### src/rtl/mips_imem_loader_if.sv
// Byte-stream input and instruction-RAM write bus of the MIPS instruction-memory loader.
// The master side is the stream producer and RAM; the slave side is the loader.
interface mips_imem_loader_if #(
   parameter int ADDR_W = 6
);
   logic [7:0]        in_data;
   logic              in_valid;
   logic              in_ready;
   logic              mem_we;
   logic [ADDR_W-1:0] mem_addr;
   logic [31:0]       mem_data;

   modport master (
      output in_data, in_valid,
      input  in_ready, mem_we, mem_addr, mem_data
   );

   modport slave (
      input  in_data, in_valid,
      output in_ready, mem_we, mem_addr, mem_data
   );
endinterface

### src/rtl/mips_imem_loader.sv
// Packs a big-endian program image (16-bit word-count header + payload) into instruction RAM
// and holds the core in reset until it is loaded. Define MIPS_IMEM_LOADER_CHECKSUM_EN for a trailing XOR byte.
module mips_imem_loader #(
   parameter int ADDR_L = 64,
   parameter int ADDR_W = $clog2(ADDR_L)
) (
   input  logic              clock,
   input  logic              reset_n,
   mips_imem_loader_if.slave bus,
   output logic              core_hold,
   output logic              done,
   output logic              error
);

   typedef enum logic [2:0] {HDR_HI, HDR_LO, PAYLOAD, WRITE, CSUM, RUN, ERROR} state_t;

   state_t            state_q;
   logic [15:0]       n_q;
   logic [1:0]        bidx_q;
   logic [ADDR_W:0]   wcnt_q;
   logic [23:0]       word_q;
   logic              in_ready_q;
   logic              mem_we_q;
   logic [ADDR_W-1:0] mem_addr_q;
   logic [31:0]       mem_data_q;
   logic              core_hold_q;
   logic              done_q;
   logic              error_q;
`ifdef MIPS_IMEM_LOADER_CHECKSUM_EN
   logic [7:0]        csum_q;
`endif

   logic              xfer;
   logic [15:0]       n_d;
   logic [31:0]       word_d;
   logic [ADDR_W:0]   wcnt_d;

   assign xfer   = bus.in_valid && in_ready_q;
   assign n_d    = {n_q[15:8], bus.in_data};
   assign word_d = {word_q, bus.in_data};
   assign wcnt_d = wcnt_q + (ADDR_W+1)'(1);

   always_ff @(posedge clock or negedge reset_n) begin
      if (!reset_n) begin
         state_q     <= HDR_HI;
         n_q         <= '0;
         bidx_q      <= '0;
         wcnt_q      <= '0;
         word_q      <= '0;
         in_ready_q  <= 1'b1;
         mem_we_q    <= 1'b0;
         mem_addr_q  <= '0;
         mem_data_q  <= '0;
         core_hold_q <= 1'b1;
         done_q      <= 1'b0;
         error_q     <= 1'b0;
`ifdef MIPS_IMEM_LOADER_CHECKSUM_EN
         csum_q      <= '0;
`endif
      end else begin
         case (state_q)
            HDR_HI: if (xfer) begin
               n_q[15:8] <= bus.in_data;
               state_q   <= HDR_LO;
            end
            HDR_LO: if (xfer) begin
               n_q <= n_d;
               if (n_d == 16'd0 || n_d > 16'(ADDR_L)) begin
                  state_q    <= ERROR;
                  in_ready_q <= 1'b0;
                  error_q    <= 1'b1;
               end else begin
                  state_q <= PAYLOAD;
                  bidx_q  <= '0;
                  wcnt_q  <= '0;
               end
            end
            PAYLOAD: if (xfer) begin
               word_q <= word_d[23:0];
               bidx_q <= bidx_q + 2'd1;
`ifdef MIPS_IMEM_LOADER_CHECKSUM_EN
               csum_q <= csum_q ^ bus.in_data;
`endif
               // Outputs for the WRITE cycle are registered here so the strobe lines up with the state.
               if (bidx_q == 2'd3) begin
                  state_q    <= WRITE;
                  in_ready_q <= 1'b0;
                  mem_we_q   <= 1'b1;
                  mem_addr_q <= wcnt_q[ADDR_W-1:0];
                  mem_data_q <= word_d;
               end
            end
            WRITE: begin
               mem_we_q <= 1'b0;
               wcnt_q   <= wcnt_d;
               if (16'(wcnt_d) == n_q) begin
`ifdef MIPS_IMEM_LOADER_CHECKSUM_EN
                  state_q    <= CSUM;
                  in_ready_q <= 1'b1;
`else
                  state_q     <= RUN;
                  done_q      <= 1'b1;
                  core_hold_q <= 1'b0;
`endif
               end else begin
                  state_q    <= PAYLOAD;
                  in_ready_q <= 1'b1;
               end
            end
`ifdef MIPS_IMEM_LOADER_CHECKSUM_EN
            CSUM: if (xfer) begin
               in_ready_q <= 1'b0;
               if (bus.in_data == csum_q) begin
                  state_q     <= RUN;
                  done_q      <= 1'b1;
                  core_hold_q <= 1'b0;
               end else begin
                  state_q <= ERROR;
                  error_q <= 1'b1;
               end
            end
`endif
            default: ;
         endcase
      end
   end

   assign bus.in_ready = in_ready_q;
   assign bus.mem_we   = mem_we_q;
   assign bus.mem_addr = mem_addr_q;
   assign bus.mem_data = mem_data_q;
   assign core_hold    = core_hold_q;
   assign done         = done_q;
   assign error        = error_q;

endmodule

### src/flat_wrapper.sv
// flat-port wrapper written by rule: the top's interface ports become plain ports
module mips_imem_loader_flat 
#(
   parameter int ADDR_L = 64,
   parameter int ADDR_W = $clog2(ADDR_L)
)
  (clock, reset_n, core_hold, done, error, bus_in_data, bus_in_valid, bus_in_ready, bus_mem_we, bus_mem_addr, bus_mem_data);
  mips_imem_loader_if #(.ADDR_W(ADDR_W)) bus_i ();
  input  logic clock;
  input  logic reset_n;
  output logic core_hold;
  output logic done;
  output logic error;
  input wire logic [$bits(bus_i.in_data)-1:0] bus_in_data;
  input wire logic [$bits(bus_i.in_valid)-1:0] bus_in_valid;
  output wire logic [$bits(bus_i.in_ready)-1:0] bus_in_ready;
  output wire logic [$bits(bus_i.mem_we)-1:0] bus_mem_we;
  output wire logic [$bits(bus_i.mem_addr)-1:0] bus_mem_addr;
  output wire logic [$bits(bus_i.mem_data)-1:0] bus_mem_data;
  assign bus_i.in_data = bus_in_data;
  assign bus_i.in_valid = bus_in_valid;
  assign bus_in_ready = bus_i.in_ready;
  assign bus_mem_we = bus_i.mem_we;
  assign bus_mem_addr = bus_i.mem_addr;
  assign bus_mem_data = bus_i.mem_data;
  mips_imem_loader #(.ADDR_L(ADDR_L), .ADDR_W(ADDR_W)) u_core (.clock(clock), .reset_n(reset_n), .bus(bus_i), .core_hold(core_hold), .done(done), .error(error));
endmodule
### config.mk
export PLATFORM = sky130hd
export DESIGN_NAME = mips_imem_loader_flat
export DESIGN_NICKNAME = d
export VERILOG_FILES = /design/src/rtl/mips_imem_loader_if.sv /design/src/rtl/mips_imem_loader.sv /design/src/flat_wrapper.sv
export SDC_FILE = /design/constraint.sdc
export NUM_CORES = 1
export LEC_CHECK = 0
export ABC_AREA = 1
export BUFFER_PORTS_ARGS = -buffer_cell sky130_fd_sc_hd__buf_2
export CORE_ASPECT_RATIO = 1.5
export CORE_MARGIN = 2
export CORE_UTILIZATION = 60
export DETAILED_ROUTE_END_ITERATION = 6
export PLACE_DENSITY = 0.92
export SYNTH_ARGS = -nofsm -noshare
export SYNTH_HDL_FRONTEND = slang
export SYNTH_SLANG_ARGS = --single-unit
### constraint.sdc
create_clock -name clock -period 5.13 [get_ports clock]
set_clock_uncertainty 0.1 [all_clocks]
set_input_delay 1.2825 -clock clock [delete_from_list [all_inputs] [get_ports clock]]
set_output_delay 1.2825 -clock clock [all_outputs]
set_load 0.02 [all_outputs]
* Word-level counts from Yosys, hierarchy flattened
Index checks and enable logic that the tools add are counted.
Word-level totals: bits in registers 95, bits in latches 0, RAM bits 0, ROM bits 0, input port bits 11, output and inout bits 43, word-level logic and storage cells 74, memories kept 0
Operators by class: $add $sub $neg 2, $mul 0, divide/modulo/power cells 0, order comparisons 1, equal/unequal tests 12, shifts and indexed selects 0, mux-type cells 25, bitwise gates (word level) 1, reductions and logical operators 20
Operator list (number):
- 2-to-1 mux 3 bit | 6
- equality test 7 x 16 -> 1 bit | 1
- greater-than comparator 16 x 7 -> 1 bit (second input constant) | 1
- logical NOT 16 bit | 1
- case mux 8 bit (2 select lines) | 1
- AND reduction 3 bit | 5
- 2-to-1 mux 7 bit | 2
- case mux 7 bit (2 select lines) | 1
- case mux 3 bit (4 select lines) | 1
- != test 2 x 1 -> 1 bit (second input constant) | 5
- 2-to-1 mux 8 bit | 1
- adder 7 x 1 -> 7 bit (second input constant) | 1
- 2-to-1 mux 1 bit | 7
- equality test 3 x 2 -> 1 bit (second input constant) | 2
- 2-to-1 mux 2 bit | 3
- AND reduction 2 bit | 3
- AND reduction 6 bit | 1
- nonzero test 2 bit | 3
- AND reduction 5 bit | 1
- != test 2 bit (second input constant) | 2
- case mux 2 bit (2 select lines) | 1
- AND reduction 4 bit | 1
- nonzero test 4 bit | 1
- equality test 3 x 1 -> 1 bit (second input constant) | 1
- 9 further kinds | 9

* Depth between registers and ports, before layout
Gate-level depths: netlist of the first run.
depth in word-level cells 5, depth in mapped cells 12, gate-level depth less buffers 12

* Worst setup path before layout of the first run
Ideal clock, no wire load.
path type input to register, start point in bus_in_data[2], end point reg u_core.wcnt_q[0], library setup time 0.132 ns, data arrival time 2.107 ns, required time 4.898 ns, path slack 2.791 ns, cell stages on the path 8, path buffers 0, cells stage by stage inv_1 > nand4_1 > o21ai_0 > nand4_1 > nand2_1 > o21ai_1 > nand2_1 > o21ai_0
Between the ends: word-level cells in the longest chain between the ends 4, elaborated cells on any way between the ends 5, classes of those cells order compare: 1; eq/ne: 1; reduce/logical: 3
Ends and longest elaborated chain:
- start: declaration | line flat_wrapper.sv:14 | input wire logic [$bits(bus_i.in_data)-1:0] bus_in_data;
- greater-than comparator 16 x 7 -> 1 bit / logical NOT 16 bit (equally long branches) | line mips_imem_loader.sv:68 | if (n_d == 16'd0 || n_d > 16'(ADDR_L)) begin
- logical OR 1 bit * | line mips_imem_loader.sv:68
- != test 2 bit (no line) *
- AND reduction 3 bit (no line) *
- end signal: assignment | line mips_imem_loader.sv:95 | wcnt_q <= wcnt_d;
- end: declaration | line mips_imem_loader.sv:20 | logic [ADDR_W:0] wcnt_q;
Every way passes the cells marked *; elsewhere a longest branch is shown, timed or not. A chain may end at the register's enable or synchronous reset.

* Worst setup path after layout of the first run
start point in bus_in_valid, end point reg u_core.mem_data_q[19] (netlist: u_core.bus.mem_data[19])
Between the ends: word-level cells in the longest chain between the ends 2
Ends and longest elaborated chain:
- start: declaration | line flat_wrapper.sv:15 | input wire logic [$bits(bus_i.in_valid)-1:0] bus_in_valid;
- logical AND 1 bit | line mips_imem_loader.sv:38 | assign xfer = bus.in_valid && in_ready_q;
- AND reduction 3 bit (no line)
- end signal: assignment | line mips_imem_loader.sv:90 | mem_data_q <= word_d;
- end: declaration | line mips_imem_loader.sv:25 | logic [31:0] mem_data_q;
Every way passes these cells.

==> summary.md, run 1 <==
For this run, the detailed router's first-pass iteration total came to 5. Data on the critical path is required at its endpoint by 5280 ps. In the synthesized netlist, the cells that appear most often are sky130_fd_sc_hd__nand2_1 (127), sky130_fd_sc_hd__dfrtp_1 (93), sky130_fd_sc_hd__inv_1 (55), sky130_fd_sc_hd__o21ai_0 (55), sky130_fd_sc_hd__o21ai_1 (30).

The most used flip-flop cell after synthesis is sky130_fd_sc_hd__dfrtp_1. Timing analysis after detailed placement gives a worst setup slack of 1620 ps. The logs give 6530 um2 for the placeable core area and 471 for the number of fill cells in the layout. The fraction of final layout cells sized beyond drive strength 1 is 0.201, and the initial antenna violation count is 0. Measured along the x axis, the die boundary spans 71.2 um.

The wire-length estimate of the detail-placed layout is 5.53 mm. The total track usage is 0.239. The synthesized netlist contains 29 unique library cells. 0 antenna diodes ended up in the layout. After detailed routing, the number of remaining DRC violations is 0. After the last flow step, the layout net total stands at 515. The logic gate share of total power was 0.020; the starting utilization of the core area was 0.621.

The tools report the part of the total power dissipated in the clock network as 0.393. The tools report the sequential cell area fraction in the yosys report as 0.586. Clock-pin slew was measured on the worst setup and hold paths at 90 ps. The setup-violating endpoint count in the final report is 0. Yosys attributes the largest share of cell area to sky130_fd_sc_hd__dfrtp_1 (57%), sky130_fd_sc_hd__nand2_1 (12%), sky130_fd_sc_hd__o21ai_0 (6.8%).

For this block, the initial DRC count from the detailed router was 290. After floorplanning, the core was divided into 36 placement rows. The worst setup path is of the in2reg kind. The relative slew slack is 0.192, and the delay of the slowest critical-path stage is 750 ps. The tree is rooted in a sky130_fd_sc_hd__clkbuf_8. Adding up every negative setup slack in the final design gives 0 ps.

Input and output buffers added on the ports amount to 53. The time the final worst path needs with I/O delays and setup came out at 3120 ps. The average instance in the mapped netlist occupies 8.98 um2. The area used by sequential logic in the layout came out at 2380 um2.

Summed over all layers, the routed wires come to 7.90 mm. The first global-routing pass estimated 13.9 mm of wire. The detailed-route wire length per cell works out to 13.5 um. The highest-delay cell along the critical path is sky130_fd_sc_hd__nand2_2. In this run, CTS created clock tree buffers numbering 9.

In this run the worst hold path is classified as reg2reg. The relative area change from synthesis to final layout works out to 12.3%. Traced cell by cell, the critical path runs through buf_2 -> nand2_1 -> nor2_2 -> buf_4 -> nand2_2 -> mux2_4. For the area enclosed by the die boundary, the log shows 7450 um2. The number of failing hold endpoints at the final stage was 0; the area of the multi-input gates was 1370 um2. The internal power of the cells totals 0.000993 W. The source-to-sink clock delay at the later pin of the worst-skew pair is 370 ps. In the post-synthesis netlist, the cell with the most instances is sky130_fd_sc_hd__nand2_1.

Setup slack closes at 2010 ps. The number of buffers inserted to repair setup after CTS is 0, and the slew of the pin with the lowest slew margin is 1210 ps. The run finished with clean final reports. For this block, the via count after detailed routing is 3,118. sky130_fd_sc_hd__dfrtp_1 takes more of the synthesized area than any other cell. The run gives 320 MHz as the fmax. For the number of global-route vias before repair, the log shows 3,050. TritonCTS built the clock tree.

The sort of element at the end of the critical path was a register. The startpoint type of the worst setup path was a primary input. TritonCTS sink count: 95. The portion of the clock cycle consumed by the worst path in the final layout is 0.609. The maximum net fanout on the critical path was 74; the count of flip-flops with a built-in enable after synthesis was 0. The portion of total power attributed to sequential cells was 0.587; the post-detailed-route via-to-cell ratio was 5.35.

For the pin count of the biggest net entering global routing, the log shows 75. The congestion estimate from routability-driven global placement came to 0.952. The switching part of the total came out at 0.222. The detail route stage leaves a number of antenna-violating nets equal to 0. The post-synthesis async set-or-reset flop share was 1.00; the portion of synthesized cell area occupied by the leading cell type was 0.573.

In this run the count of I/O pins placed on the die edge is 54. The number of max-slew violations in the final report was 0. The worst voltage drop across the vdd grid is 148 uV, and the number of buffers and inverters on the critical path is 2.

For this design the static power due to leakage is 2.56 nW. Dominant delay contributor by cell family on the critical path: simple AND/OR/NAND/NOR gates. CTS built an H-tree with a depth of 3.

Setup repair after global routing left no endpoint under its margin. Hold repair after CTS inserted 0 buffers. At the worst endpoint, the arrival time is 3270 ps.

After clock tree synthesis, the repair step resized 0 gates. The tool flagged a number of max-cap violations equal to 0. The number of warnings reported in the yosys synthesis log is 0.

The register bit total from synthesis was 95; the post-synth design cell area was 4060 um2. Summed over all layers, the global routing overflow is 0. When the netlist entered floorplanning its net count stood at 465.

No sink is reached through more buffers than the 2 on the longest clock path. Synthesized netlist cell count: 452. The die extent in y works out to 105 um.

Summed over all nets, the switching power comes to 0.000283 W. The total power per unit cell area is 280 nW/um2.
==> power by group through the flow <==
stage | clock, W | combinational, W | sequential [W]
global placement | 0 | 0.0000263 | 0.000763
floorplan | 0 | 0.00000399 | 0.000763
CTS | 0.000508 | 0.0000270 | 0.000748
finish | 0.000502 | 0.0000258 | 0.000748
global route | 0.000541 | 0.0000302 | 0.000748
detailed placement | 0 | 0.0000270 | 0.000763
==> stage by stage <==
step,utilization,area [um2],cells,hold WS (ps),total power (W)
6_report,0.698,4560,583,358,0.00128
5_1_grt,0.698,4560,583,384,0.00132
4_1_cts,0.698,4560,583,357,0.00128
3_5_place_dp,0.667,4350,567,343,0.000790
3_3_place_gp,0.667,4350,567,339,0.000789
2_1_floorplan,-,4060,452,344,0.000767
==> worst paths after layout <==
check / start / to / slack [ps] / cells past startpoint
worst min register to register: u_core.core_hold$_DFFE_PN1P_ / u_core.core_hold$_DFFE_PN1P_ / 360 / 2
worst max register to register: u_core.state_q[2]$_DFFE_PN0P_ / u_core.bus.mem_data[19]$_DFFE_PN0P_ / 2360 / 8
worst min-delay path: u_core.core_hold$_DFFE_PN1P_ / u_core.core_hold$_DFFE_PN1P_ / 360 / 2
worst max-delay path: bus_in_valid / u_core.bus.mem_data[19]$_DFFE_PN0P_ / 2010 / 6
max in group asynchronous: reset_n / u_core.core_hold$_DFFE_PN1P_ / 3120 / 2
min in group asynchronous: reset_n / u_core.bus.mem_data[24]$_DFFE_PN0P_ / 850 / 1
==> tightest hold or removal path, delay by kind of cell, from the launching register on <==
kind	cells	cell delay (ps)
DFF	1	380
buffers and inverters	1	30
and+or+nand+nor	1	50
==> layout make-up <==
type | instances | area share
flip-flops and latches | 95 | 0.522
clock buffers | 10 | 0.0302
inverters | 61 | 0.0505
repair buffers | 55 | 0.0620
multi-input cells | 280 | 0.300
well taps | 76 | 0.0209
clock inverters | 6 | 0.0148
==> placed cells by master (no fill, tap or decap), drive strengths merged, types with 2 or more instances in the layout <==
master / netlist / final
nand3: 23 / 23
nand2: 135 / 135
clkinvlp: 0 / 2
o21bai: 2 / 2
a21oi: 4 / 4
clkbuf: 5 / 10
nand4: 5 / 5
mux2: 3 / 3
dfrtp: 93 / 93
inv: 60 / 61
dfstp: 2 / 2
buf: 11 / 55
clkinv: 1 / 3
ha: 2 / 2
nand3b: 2 / 2
nor3: 2 / 2
o21ai: 85 / 85
nor2: 15 / 15
==> cells by family after synthesis <==
family | share of synthesized area
flops | 0.586
mux | 0.0111
fa+ha+maj | 0.00616
xor+xnor | 0.00216
simple gates | 0.203
buf+inv | 0.0777
compound gates | 0.113
==> routing by layer <==
layer / track usage / wire length, um / part of all wire
met5: 0 / 0 / 0
met4: 0.162 / 242 / 0.031
met3: 0.0309 / 295 / 0.037
met2: 0.370 / 4060 / 0.51
met1: 0.310 / 3300 / 0.42
==> registers in the layout (all words and copies together) (netlist names) <==
signal	flops
u_core.word_q	24
u_core.state_q	3
u_core.done	1
u_core.error	1
u_core.bus.mem_we	1
u_core.bidx_q	2
u_core.bus.mem_addr	6
u_core.n_q	16
u_core.wcnt_q	7
u_core.bus.mem_data	32
u_core.bus.in_ready	1
u_core.core_hold	1
Note: power is estimated with default switching activity, not from simulation.
==> inputs of run 2 (changes only) <==
ABC_AREA = 0   (was 1)
CORE_UTILIZATION = 51   (was 60)
PLACE_DENSITY = 0.84   (was 0.92)
clock period = 2.6 ns   (was 5.13 ns; I/O delays follow)
==> run 2 against run 1 <==
- die area increased by 17%
- utilization decreased by 7.7 points
- wire length decreased by 2.6%
- via count decreased by 19%
- clock power increased to 2.7 times the previous value
- sequential power increased to 3.4 times the previous value
- largest cell class unchanged
==> summary.md, run 2 <==
The dominant register cell in the synthesized netlist was sky130_fd_sc_hd__dfrtp_1. Across the VDD grid, the largest voltage drop is 649 uV. The part of the total power dissipated in the clock network came out at 0.225. The maximum net fanout on the critical path is 5. Static leakage: 2.24 nW.

Final weighted congestion of routability-driven global placement: 0.867. Clock transition at the registers of the reported paths: 70 ps. The logic gate share of total power is 0.351. For the pin count of the biggest net entering global routing, the log shows 44.

The run gives 2,621 as the number of global-route vias before repair. The antenna diode instance count is 0, and the post-place instance area is 4450 um2. The time the final worst path needs with I/O delays and setup works out to 2420 ps. A synthesized cell averages 14.3 um2. Once detailed placement completed, the half-perimeter wirelength came to 5.35 mm. The tools report the aggregate global routing overflow as 0. The source-to-sink clock delay at the later pin of the worst-skew pair is 330 ps, and the die width is 76.8 um.

By instance count, the leading cell after synthesis is sky130_fd_sc_hd__dfrtp_1. Before antenna repair, the detailed router went through 4 iterations. TritonCTS built the clock tree. After clock tree synthesis, the flow added hold-fix buffers numbering 0. After synthesis the netlist holds a flip-flop and latch count of 95. In this run the power density over the cells is 1280 nW/um2.

Number of buffers added by the clock tree synthesis step: 9. The multi-input combinational cells in the finished layout cover a total of 1600 um2. Gates resized during post-CTS repair numbered 0. The detailed router finished its first iteration with 155 violations. The placeable core area came out at 7660 um2. The switching part of the total is 0.339, and the number of warnings reported in the yosys synthesis log is 0. The tools report the number of max-cap violations as 0. The tightest hold margin came out at 205 ps. Synthesis produced a netlist whose cell count is 283. The portion of the clock cycle consumed by the worst path in the final layout is 0.932. The tools report the total track usage as 0.192. The root buffer selected by CTS was sky130_fd_sc_hd__clkbuf_16.

At the end of the flow, the number of nets in the layout was 356. STA classifies the critical path startpoint as a register. In the routed design, unresolved DRC markers number 0. The number of buffers inserted to repair setup after CTS is 0. Summed over all failing endpoints, the final setup total negative slack is 0 ps.

Yosys mapped a number of flops with a built-in enable equal to 0. Summing all flip-flop and latch instances after layout gives 2380 um2. Post-synthesis async set-or-reset flop share: 1.00. The portion of synthesized cell area occupied by the leading cell type is 0.574, and the fraction of final layout cells sized beyond drive strength 1 is 0.483.

The number of failing hold endpoints at the final stage was 0; the flip-flop count of the largest register after layout was 32. The final layout contains routed wiring with a total length of 7.69 mm. Leaving out fill and tap cells, the most frequent cells in the layout are sky130_fd_sc_hd__dfrtp_1 (93), sky130_fd_sc_hd__mux2_2 (78), sky130_fd_sc_hd__buf_2 (52). For this block, the via count after detailed routing is 2,510. The total nets after synthesis came out at 296. Static timing analysis puts the maximum clock frequency at 413 MHz. The quantity of I/O buffers inserted on ports is 53, and the number of max-slew violations in the final report is 0. Yosys attributes the largest share of cell area to sky130_fd_sc_hd__dfrtp_1 (57%), sky130_fd_sc_hd__mux2_2 (22%), sky130_fd_sc_hd__o21ai_0 (1.4%). The sequential cell area fraction in the yosys report came out at 0.587. The H-tree was split into 3 levels.

The type of the setup path with the least slack was reg2reg. The path category of the worst min-delay check is in2async. The commonest non-fill, non-tap cell in the layout is sky130_fd_sc_hd__dfrtp_1. In this run the core area contains 39 standard-cell rows. The relative slew slack is 0.627, and the post-synth design cell area is 4060 um2.

Setup violations remaining at the end of the flow were counted as 0. For the area enclosed by the die boundary, the log shows 8700 um2. The detailed-route wire length per cell is 17.1 um, and the initial antenna violation count is 0. The run gives 53 as the count of distinct cell types in the synthesized netlist. In the post-route analysis, the smallest setup slack over all paths is 176 ps.

Setup repair after global routing left no endpoint under its margin. With fillers left out, the area of the finished cells amounts to 4760 um2. The flow ran to the end, and the final reports show no timing, DRC or antenna violations.

For the pin with the worst max-slew slack, the measured transition is 559 ps. The run gives 13.0 mm as the first-pass GRT wire length. The portion of total power attributed to sequential cells was 0.424. Largest area contributor in the synthesized netlist: sky130_fd_sc_hd__dfrtp_1. The tools report the top-level port count as 54. The clock net in this run drives a total of 95 sinks.

STA classifies the critical path endpoint as a register. Using the TritonRoute via totals, the vias-per-cell ratio works out to 5.58. The die extent in y came out at 113 um. The starting utilization of the core area was 0.529; the power dissipated by switching net loads was 0.00206 W. Relative area change from synthesis to final layout: 17.4%. The run gives 115 ps as the pre-CTS setup slack.

For the number of fill cells in the layout, the log shows 616. The count of nets left with antenna violations once routing finished came out at 0. The clock passes through at most 2 buffers. The tools report the arrival time at the worst endpoint as 2600 ps. Data on the critical path is required at its endpoint by 2780 ps. Cell internal power was estimated by the tool at 0.00401 W. The commonest cells after synthesis are sky130_fd_sc_hd__dfrtp_1 (93), sky130_fd_sc_hd__mux2_2 (78), sky130_fd_sc_hd__o21ai_0 (11), sky130_fd_sc_hd__buf_2 (8).
-- run 2: cell count changes after synthesis, moves of 6 or more --
cell	before	now
sky130_fd_sc_hd__nand2_1	127	7
sky130_fd_sc_hd__mux2_2	0	78
sky130_fd_sc_hd__inv_1	55	2
sky130_fd_sc_hd__o21ai_0	55	11
sky130_fd_sc_hd__o21ai_1	30	0
sky130_fd_sc_hd__nand3_1	20	3
sky130_fd_sc_hd__nand2_2	8	0
sky130_fd_sc_hd__nor2b_1	0	6
-- run 2: stage by stage --
stage                util  power (W)  cells
global placement    0.581    0.00465    434
floorplan               -    0.00406    283
detailed placement  0.581    0.00474    434
finish              0.621    0.00607    450
global route        0.621    0.00644    450
CTS                 0.621    0.00613    450
-- run 2: kinds of logic (layout without fill, tap and decap cells) --
kind of cell / count (synthesis) / count (layout) / share of synthesized area
compound gates: 40 / 40 / 0.0765
xor+xnor: 7 / 7 / 0.0185
fa+ha+maj: 2 / 2 / 0.00617
buf+inv: 15 / 80 / 0.0200
flops: 95 / 95 / 0.587
mux: 79 / 79 / 0.219
simple gates: 45 / 45 / 0.0731
-- run 2: area by class of cell --
class                      instances  area share
clock inverter                     4      0.0147
clock buffer                      12      0.0497
sequential                        95       0.500
timing repair buffer              61      0.0715
multi-input combinational        173       0.335
inverter                           3     0.00237
tap                              102      0.0268
-- run 2: path summary, 6_finish.rpt --
check                      cells past startpoint                             to  slack, ps                          from
max                                            6  u_core.state_q[0]$_DFFE_PN0P_        180  u_core.wcnt_q[1]$_DFFE_PN0P_
min                                            1  u_core.bus.mem_we$_DFFE_PN0P_        210                       reset_n
max reg2reg                                    6  u_core.state_q[0]$_DFFE_PN0P_        180  u_core.wcnt_q[1]$_DFFE_PN0P_
min reg2reg                                    1        u_core.done$_DFFE_PN0P_        350       u_core.done$_DFFE_PN0P_
max in group asynchronous                      2      u_core.n_q[9]$_DFFE_PN0P_       1510                       reset_n
min in group clock                             1        u_core.done$_DFFE_PN0P_        350       u_core.done$_DFFE_PN0P_
-- run 2: power by group through the flow --
stage          clock (W)  combinational, W  sequential [W]
6_report         0.00137           0.00213         0.00258
5_1_grt          0.00145           0.00231         0.00267
4_1_cts          0.00139           0.00216         0.00258
3_5_place_dp           0           0.00214         0.00260
3_3_place_gp           0           0.00208         0.00258
2_1_floorplan          0           0.00122         0.00284
-- run 2: layer usage --
metal	vias up	GRT usage	routed length (um)
met5	-	0	0
met4	0	0.103	268
met1	1270	0.240	3200
li1	1156	-	-
met2	65	0.319	3980
met3	19	0.0335	243
-- run 2: critical path, stage by stage, from the launching register on --
cell and delay (ps):
sky130_fd_sc_hd__dfrtp_1 430, sky130_fd_sc_hd__ha_1 360, sky130_fd_sc_hd__xor2_1 170, sky130_fd_sc_hd__a2111oi_2 430, sky130_fd_sc_hd__o2111ai_1 250, sky130_fd_sc_hd__nor3_2 380, sky130_fd_sc_hd__o221a_2 240
